### src/rtl/sim_run_ctrl_pkg.sv
// Shared definitions for the simulation/bring-up run controller: state
// encoding, exit-code constants and the default tohost address.
package sim_run_ctrl_pkg;

    typedef enum logic [1:0] {
        ST_HOLD  = 2'd0,
        ST_RUN   = 2'd1,
        ST_DRAIN = 2'd2,
        ST_DONE  = 2'd3
    } run_state_t;

    // A tohost write of EXIT_PASS means success; any other value is a failure code.
    localparam int unsigned EXIT_PASS = 1;

    // Wide enough to be sliced down to any data width up to 64 bits.
    localparam logic [63:0] EXIT_TIMEOUT = '1;

    localparam logic [31:0] DEFAULT_TOHOST_ADDR = 32'h0000_1000;

    // Width of the reset-hold and drain counters (both ranges are 0..255).
    localparam int HOLD_W = 8;

endpackage

### src/rtl/sim_run_ctrl_sat_counter.sv
// Saturating up-counter with enable and synchronous clear; it sticks at
// all-ones instead of wrapping so long runs never report a small count.
module sat_counter #(
    parameter int W = 32
) (
    input  logic         clk_i,
    input  logic         rst_i,
    input  logic         clr_i,
    input  logic         en_i,
    output logic [W-1:0] count_o
);

    logic [W-1:0] count_q;
    logic [W-1:0] count_d;

    always_comb begin
        count_d = count_q;
        if (clr_i) begin
            count_d = '0;
        end else if (en_i && (count_q != {W{1'b1}})) begin
            count_d = count_q + 1'b1;
        end
    end

    always_ff @(posedge clk_i or posedge rst_i) begin
        if (rst_i) begin
            count_q <= '0;
        end else begin
            count_q <= count_d;
        end
    end

    assign count_o = count_q;

endmodule

### src/rtl/sim_run_ctrl.sv
// Run controller: holds the core in reset, watches for halt / tohost write /
// watchdog, latches the verdict, drains in-flight stores and reports done.
module sim_run_ctrl
    import sim_run_ctrl_pkg::*;
#(
    parameter int                 ADDR_W         = 32,
    parameter int                 DATA_W         = 32,
    parameter int                 CNT_W          = 32,
    parameter int unsigned        RESET_CYCLES   = 1,
    parameter int unsigned        TIMEOUT_CYCLES = 1000,
    parameter int unsigned        DRAIN_CYCLES   = 4,
    parameter logic [ADDR_W-1:0]  TOHOST_ADDR    = ADDR_W'(DEFAULT_TOHOST_ADDR)
) (
    input  logic              clk,
    input  logic              reset,
    input  logic              halt,
    input  logic              imem_rd_enable,
    input  logic [ADDR_W-1:0] dmem_addr,
    input  logic              dmem_w_enable,
    input  logic [DATA_W-1:0] dmem_w_data,
    input  logic              dmem_ready,
    output logic              core_reset,
    output logic              running,
    output logic              done,
    output logic              pass,
    output logic              timeout,
    output logic [DATA_W-1:0] exit_code,
    output logic [CNT_W-1:0]  cycle_count,
    output logic [CNT_W-1:0]  fetch_count
);

    localparam logic [HOLD_W-1:0] HOLD_LAST    = HOLD_W'(RESET_CYCLES - 1);
    localparam logic [HOLD_W-1:0] DRAIN_LAST   = (DRAIN_CYCLES == 0) ? '0 : HOLD_W'(DRAIN_CYCLES - 1);
    localparam logic [CNT_W-1:0]  TIMEOUT_LAST = CNT_W'(TIMEOUT_CYCLES - 1);
    localparam run_state_t        AFTER_TERM   = (DRAIN_CYCLES == 0) ? ST_DONE : ST_DRAIN;
    localparam logic              SKIP_DRAIN   = (DRAIN_CYCLES == 0);

    run_state_t        state_q;
    logic [HOLD_W-1:0] hold_q;
    logic [HOLD_W-1:0] drain_q;
    logic              core_reset_q;
    logic              running_q;
    logic              done_q;
    logic              pass_q;
    logic              timeout_q;
    logic [DATA_W-1:0] exit_q;

    logic              tohost_hit;
    logic              wdog_hit;
    logic              term_d;
    logic              pass_d;
    logic              timeout_d;
    logic [DATA_W-1:0] exit_d;

    logic [CNT_W-1:0]  cycle_cnt;
    logic [CNT_W-1:0]  fetch_cnt;
    logic              in_run;
    logic              in_hold;

    assign in_run  = (state_q == ST_RUN);
    assign in_hold = (state_q == ST_HOLD);

    // Counters only advance in RUN, so leaving RUN on the terminating edge
    // freezes them with that final cycle already counted.
    sat_counter #(.W(CNT_W)) u_cycle_cnt (
        .clk_i   (clk),
        .rst_i   (reset),
        .clr_i   (in_hold),
        .en_i    (in_run),
        .count_o (cycle_cnt)
    );

    sat_counter #(.W(CNT_W)) u_fetch_cnt (
        .clk_i   (clk),
        .rst_i   (reset),
        .clr_i   (in_hold),
        .en_i    (in_run & imem_rd_enable),
        .count_o (fetch_cnt)
    );

    // Termination decode, highest priority first: tohost, halt, watchdog.
    always_comb begin
        tohost_hit = dmem_w_enable & dmem_ready & (dmem_addr == TOHOST_ADDR);
        wdog_hit   = (cycle_cnt == TIMEOUT_LAST);
        term_d     = tohost_hit | halt | wdog_hit;
        exit_d     = '0;
        pass_d     = 1'b0;
        timeout_d  = 1'b0;
        if (tohost_hit) begin
            exit_d = dmem_w_data;
            pass_d = (dmem_w_data == DATA_W'(EXIT_PASS));
        end else if (halt) begin
            pass_d = 1'b1;
        end else if (wdog_hit) begin
            exit_d    = EXIT_TIMEOUT[DATA_W-1:0];
            timeout_d = 1'b1;
        end
    end

    always_ff @(posedge clk or posedge reset) begin
        if (reset) begin
            state_q      <= ST_HOLD;
            hold_q       <= '0;
            drain_q      <= '0;
            core_reset_q <= 1'b1;
            running_q    <= 1'b0;
            done_q       <= 1'b0;
            pass_q       <= 1'b0;
            timeout_q    <= 1'b0;
            exit_q       <= '0;
        end else begin
            case (state_q)
                ST_HOLD: begin
                    hold_q <= hold_q + 1'b1;
                    if (hold_q == HOLD_LAST) begin
                        state_q      <= ST_RUN;
                        core_reset_q <= 1'b0;
                        running_q    <= 1'b1;
                    end
                end
                ST_RUN: begin
                    if (term_d) begin
                        state_q   <= AFTER_TERM;
                        running_q <= 1'b0;
                        exit_q    <= exit_d;
                        pass_q    <= pass_d;
                        timeout_q <= timeout_d;
                        done_q    <= SKIP_DRAIN;
                    end
                end
                ST_DRAIN: begin
                    drain_q <= drain_q + 1'b1;
                    if (drain_q == DRAIN_LAST) begin
                        state_q <= ST_DONE;
                        done_q  <= 1'b1;
                    end
                end
                ST_DONE: begin
                    state_q <= ST_DONE;
                end
                default: begin
                    state_q <= ST_HOLD;
                end
            endcase
        end
    end

    assign core_reset  = core_reset_q;
    assign running     = running_q;
    assign done        = done_q;
    assign pass        = pass_q;
    assign timeout     = timeout_q;
    assign exit_code   = exit_q;
    assign cycle_count = cycle_cnt;
    assign fetch_count = fetch_cnt;

endmodule

### config.mk
export PLATFORM = sky130hd
export DESIGN_NAME = sim_run_ctrl
export DESIGN_NICKNAME = d
export VERILOG_FILES = /design/src/rtl/sim_run_ctrl_pkg.sv /design/src/rtl/sim_run_ctrl_sat_counter.sv /design/src/rtl/sim_run_ctrl.sv
export SDC_FILE = /design/constraint.sdc
export NUM_CORES = 1
export LEC_CHECK = 0
export CORE_ASPECT_RATIO = 0.8
export CORE_MARGIN = 2
export CORE_UTILIZATION = 49
export DETAILED_ROUTE_END_ITERATION = 12
export MAX_ROUTING_LAYER = met4
export PLACE_DENSITY_LB_ADDON = 0.05
export SYNTH_ARGS = -nofsm -noshare
export SYNTH_HDL_FRONTEND = slang
export SYNTH_SLANG_ARGS = --single-unit
export TNS_END_PERCENT = 1
### constraint.sdc
create_clock -name clk -period 4.9 [get_ports clk]
set_input_delay 0.98 -clock clk [delete_from_list [all_inputs] [get_ports clk]]
set_output_delay 0.98 -clock clk [all_outputs]
set_load 0.01 [all_outputs]
==> results.yml, run 1 <==
detailed_routing:
  via_count: 5892
  routedWlPerCell_um: 17.9
  postRouteAntennaNets: 0
  drt_first_pass_iters: 5
  viasPerCell: 6.08
  wirelength_um: 17400
  first_iter_violations: 523
  remaining_drc_errors: 0
placed_design:
  gp_congestion: 0.875
  place_area_mm2: 0.00807
  io_buffers: 170
  dp_hpwl_um: 12100
critical_path:
  cp_data_arrival_time_ps: 3140
  path_class: "in -> reg"
  start_kind: "input pin"
  critPathMaxFanout: 35
  r2r_slack_ps: 2400
  cp_data_required_time_ps: 5150
  worstSetupEndpointType: "flip-flop"
yosys:
  synthSimpleGateAreaFrac_pct: 22.9
  synthAdderAreaFrac_pct: 0.994
  synthMuxAreaShare_pct: 2.43
  yosys_warnings: 0
  synth-seq-cells: 119
  synth_edf_count: 0
  ys_seq_area_share_pct: 47.3
  avgSynthCellArea_um2: 10.0
  synth_nets: 702
  netlist_area_mm2: 0.00629
  ys_types: 63
  synthFlopType: "dfrtp_1"
  synth_top_family_by_area: "simple AND/OR/NAND/NOR gates"
  synth_compound_area_share_pct: 19.8
  postSynth.asyncResetShare_pct: 100
  synthCells: 627
  synth-xor-area-share_pct: 2.64
cells_and_area:
  syn2layout_area_growth_pct: 38.4
  multiInputGateArea_mm2: 0.00308
  fillerInstances: 957
  fin_nets: 860
  regArea_mm2: 0.00298
  finish.instance_area_mm2: 0.00871
  layout-drive-gt1-share_pct: 7.89
  n_antenna_cell: 0
global_routing:
  grt_use_total_pct: 26.7
  grt_pass1_vias: 5631
  grt_max_degree: 66
  overflow: 0
  antenna_found_initial: 0
  grt_pass1_wl_um: 28400
floorplan:
  num_rows: 36
  start_util_pct: 51.0
  fp.dieW_um: 131
  core_mm2: 0.0123
  die-area_mm2: 0.0138
  io_pins: 171
  chipHeight_um: 105
sta:
  hold_viol: 0
  finalCritPeriodShare_pct: 59.0
  rsz0062_at_grt: "no"
  final.setup.tns_ps: 0
  fin_crit_ps: 2890
  max_freq_ghz: 0.346
  report.final.slew_viol_count: 0
  maxSlewHeadroom_pct: 18.1
  setup_viol: 0
  worst_slew_pin_slew_ps: 1230
  fin_skew_ps: 7.26
power_and_ir_drop:
  vdd_drop_max_v: 0.000268
  powerDensity_mw_per_mm2: 279
  leakage_nw: 3.54
run:
  maxCapViolations: 0
cts:
  cts_buffers: 17
  postCtsSetupRepairBufs: 0
  cts_sinks: 119
  clk_path_buf_depth: 2
  htree_num_levels: 4
  clockRootBuffer: "clkbuf_16"
  cts_tree: "done"
  clkTransAtPathRegs_ps: 60
  ctsHoldBuffers: 0
  cts_resized: 0
  clkLatencyLatePin_ps: 420
status:
  status: "complete, no violations"
worst_hold_path:
  hold_class: "reg -> reg"
-- registers in the layout, indices dropped and copies added, names as in the netlist --
name	flops
exit_code	32
u_cycle_cnt.count_o	32
u_fetch_cnt.count_o	32
drain_q	8
hold_q	8
state_q	2
core_reset	1
done	1
pass	1
running	1
timeout	1
-- worst paths after layout --
path | end | depth (start not counted) | start
setup / recovery | running | 8 | dmem_addr[6]
hold / removal | drain_q[7] | 1 | drain_q[7]
setup reg to reg | running | 7 | u_cycle_cnt.count_o[0]
hold reg to reg | drain_q[7] | 1 | drain_q[7]
max in group asynchronous | exit_code[4] | 3 | reset
min in group asynchronous | hold_q[7] | 2 | reset
-- layout by cell type (no fill, tap or decap), types with 11 or more instances in the layout --
cell,synthesis,routed
a211o_1,33,33
a21oi_1,24,24
and3_1,11,11
and4_1,13,13
clkbuf_16,0,17
clkdlybuf4s50_1,0,170
dfrtp_1,118,118
mux2i_1,13,13
nand2_1,60,60
nand3_1,27,27
nand4_1,24,24
nor2_1,30,29
nor4_1,24,24
o211ai_1,11,11
o21a_1,34,34
o21ai_0,11,11
o31ai_1,22,22
or4_1,19,19
-- cells in the mapped netlist, types with 4 or more instances --
| library cell | n | share of area [%] |
|---|---|---|
| nor2_1 | 30 | 1.8 |
| buf_6 | 5 | 0.89 |
| ha_1 | 5 | 0.99 |
| o21ai_0 | 11 | 0.87 |
| mux2i_1 | 13 | 2.1 |
| nor4_1 | 24 | 2.4 |
| o31ai_1 | 22 | 2.6 |
| and3_1 | 11 | 1.1 |
| nor3_1 | 5 | 0.40 |
| nand3_1 | 27 | 2.1 |
| xor2_1 | 10 | 1.4 |
| o211ai_1 | 11 | 1.3 |
| and4_1 | 13 | 1.8 |
| clkbuf_1 | 21 | 1.3 |
| o31a_1 | 4 | 0.56 |
| or3_1 | 8 | 0.80 |
| a31oi_1 | 4 | 0.40 |
| nand4_1 | 24 | 2.4 |
| buf_2 | 9 | 0.72 |
| dfrtp_1 | 118 | 47 |
| inv_1 | 10 | 0.60 |
| o21a_1 | 34 | 4.1 |
| a41o_1 | 4 | 0.64 |
| a211o_1 | 33 | 4.6 |
| a21oi_1 | 24 | 1.9 |
| xnor2_1 | 9 | 1.3 |
| o21ai_1 | 4 | 0.32 |
| o311ai_0 | 4 | 0.56 |
| or4_1 | 19 | 2.3 |
| nand2_1 | 60 | 3.6 |
-- critical path, cell delays in order --
cell,delay (ps)
clkdlybuf4s50_1,420
nor4_1,300
nand4_1,240
nor3_4,160
buf_4,370
o31a_1,290
buf_4,270
o22ai_1,110
-- area by class of cell --
class / count / area share (%)
flip-flops and latches: 119 / 34.2
well taps: 171 / 2.46
repair buffers: 177 / 20.1
multi-input cells: 460 / 35.4
inverters: 10 / 0.460
clock inverters: 14 / 2.28
clock buffers: 18 / 5.04
-- report_power, final --
group          internal (mW)  leakage [nW]  switching (mW)
Clock                  0.869         0.304           0.481
Combinational         0.0532          1.64          0.0396
Sequential             0.984          1.59        0.000199
-- logic make-up (layout without fill, tap and decap cells) --
kind of cell,after synthesis,after routing
compound gates,169,169
xor+xnor,19,19
fa+ha+maj,5,5
buf+inv,48,219
flops,119,119
mux,15,15
simple gates,252,252
-- through the flow --
step                      total power [mW]  setup WS (ps)  hold WS, ps  util (%)  instances
after detailed placement              1.09           1590          450      65.4        937
after CTS                             2.45           2020          470      70.5        969
after global routing                  2.51           1810          488      70.5        969
after global placement                1.09           1680          454      65.4        937
after floorplan                       1.02            764          438         -        627
final                                 2.43           2010          465      70.5        969
-- layer usage --
metal / wire length (um) / GRT usage [%] / vias up
met5: 0 / - / -
met4: 229 / 8.13 / 0
met3: 1080 / 5.99 / 22
met2: 8370 / 39.4 / 229
met1: 7680 / 37.1 / 2901
li1: - / - / 2740
Note: power is estimated with default switching activity, not from simulation.
==> run 2, diff against run 1 <==
clock period = 3 ns   (was 4.9 ns; I/O delays follow)
==> run 2 against run 1 <==
Against the previous run: cell count is 0.31% higher; clock power increased by 60%; sequential power rose by 64%; non-clock buffer count up 3; combinational power increased by 70%; setup slack lost 1500 ps; wire length up 4.6%; clock skew is 2.1 ps higher; first-iteration DRC count shrank 3.6%; global-route usage increased by 1.0 points; highest routed layer unchanged.
==> results.yml, run 2 (synthesized netlist as in run 1, its figures left out) <==
detailed_routing:
  remaining_drc_errors: 0
  viasPerCell: 6.11
  via_count: 5937
  postRouteAntennaNets: 0
  drt_first_pass_iters: 7
  wirelength_um: 18200
  routedWlPerCell_um: 18.7
  first_iter_violations: 504
power_and_ir_drop:
  p_sw_share_pct: 21.1
  switchingPower_mw: 0.829
  p_seq_share_pct: 40.9
  powerDensity_mw_per_mm2: 448
  pwr-share-comb_pct: 4.0
  leakage_nw: 3.56
  vdd_drop_max_v: 0.000351
  p_int_mw: 3.10
  pwr-share-clk_pct: 55.0
floorplan:
  num_rows: 36
  core_mm2: 0.0123
  start_util_pct: 51.0
  io_pins: 171
  fp.dieW_um: 131
  die-area_mm2: 0.0138
  chipHeight_um: 105
cells_and_area:
  fillerInstances: 918
  final_common_cell: "clkdlybuf4s50_1"
  fin_nets: 863
  n_antenna_cell: 0
  final_cell_mix: "clkdlybuf4s50_1 (170), dfrtp_1 (118), nand2_1 (60)"
  syn2layout_area_growth_pct: 39.4
  layout-drive-gt1-share_pct: 8.11
sta:
  fin_skew_ps: 9.38
  finalCritPeriodShare_pct: 81.9
  hold_viol: 0
  final.setup.tns_ps: 0
  hold_slack_ps: 471
  report.final.slew_viol_count: 0
  setup_viol: 0
  max_freq_ghz: 0.407
  rsz0062_at_grt: "no"
  fin_crit_ps: 2460
  maxSlewHeadroom_pct: 45.3
  worst_slew_pin_slew_ps: 820
cts:
  ctsHoldBuffers: 0
  cts_sinks: 119
  postCtsSetupRepairBufs: 0
  clkTransAtPathRegs_ps: 60
  clkLatencyLatePin_ps: 410
  clockRootBuffer: "clkbuf_16"
  cts_resized: 0
  cts_tree: "done"
  htree_num_levels: 4
  clk_path_buf_depth: 2
  cts_buffers: 17
placed_design:
  gp_congestion: 0.878
  dp_hpwl_um: 12600
  io_buffers: 170
global_routing:
  grt_pass1_wl_um: 29700
  grt_max_degree: 65
  grt_use_total_pct: 27.8
  grt_pass1_vias: 5765
  overflow: 0
  antenna_found_initial: 0
critical_path:
  cp_data_required_time_ps: 3290
  worstSetupEndpointType: "flip-flop"
  cp_data_arrival_time_ps: 2750
  critPathMaxFanout: 25
  path_class: "reg -> reg"
  r2r_slack_ps: 540
  start_kind: "flip-flop"
  r2r_start: "u_fetch_cnt.count_o[4]"
  r2r_cells: 5
  rr_endpoint: "u_fetch_cnt.count_o[3]"
worst_hold_path:
  hold_depth: 1
  whs_endpoint: "core_reset"
  hold_class: "reg -> reg"
  hold_start: "core_reset"
run:
  maxCapViolations: 0
status:
  status: "complete, no violations"
## run 2: changes by cell type in the layout (fill, tap and decap cells not counted), sizes merged
cell and delta:
clkbuf +4, buf +3, clkinv -3, clkinvlp +2
inv -2, bufinv -1
## run 2: worst max-delay path: stages (launching register included)
cell and delay [ps]:
dfrtp_1 470, nand4_1 270, nor2_2 340, and4_1 790
o311ai_0 310, o41ai_1 140
## run 2: layout make-up
class,instances,area (um2),share of cell area [%]
multi-input combinational,460,3080,35.1
sequential,119,2980,34.0
timing repair buffer,180,1830,20.8
clock buffer,22,484,5.52
tap,171,214,2.44
clock inverter,10,143,1.63
inverter,10,41.3,0.471
## run 2: power by group through the flow
stage	Clock, mW	Combinational (mW)	Sequential, mW
after floorplan	0	0.0366	1.64
after global placement	0	0.157	1.64
after detailed placement	0	0.159	1.64
after CTS	2.17	0.160	1.61
after global routing	2.24	0.171	1.61
final	2.16	0.158	1.61
## run 2: stage by stage
stage | total power, mW | setup WS [ps] | std cells | instance area (um2) | utilization [%]
after global placement | 1.79 | 404 | 940 | 8140 | 66.0
final | 3.93 | 544 | 972 | 8770 | 71.1
after CTS | 3.94 | 560 | 972 | 8770 | 71.1
after detailed placement | 1.79 | 364 | 940 | 8140 | 66.0
after floorplan | 1.67 | 945 | 627 | 6300 | -
after global routing | 4.02 | 322 | 972 | 8770 | 71.1
## run 2: worst max path at each step
stage	from	end	slack [ps]	cells after the start
finish	u_fetch_cnt.count_o[4]	u_fetch_cnt.count_o[3]	540	5
global placement	dmem_addr[4]	exit_code[3]	400	7
detailed placement	imem_rd_enable	u_fetch_cnt.count_o[25]	360	6
CTS	u_fetch_cnt.count_o[4]	u_fetch_cnt.count_o[3]	560	5
floorplan	reset	done	950	1
global route	u_fetch_cnt.count_o[4]	u_fetch_cnt.count_o[3]	320	5
## run 2: routing by layer
layer	routed length [um]	track usage, %	up-vias
met5	0	-	-
met4	262	7.98	0
met3	1270	5.53	28
met2	8680	41.5	245
met1	7940	38.7	2905
li1	-	-	2759
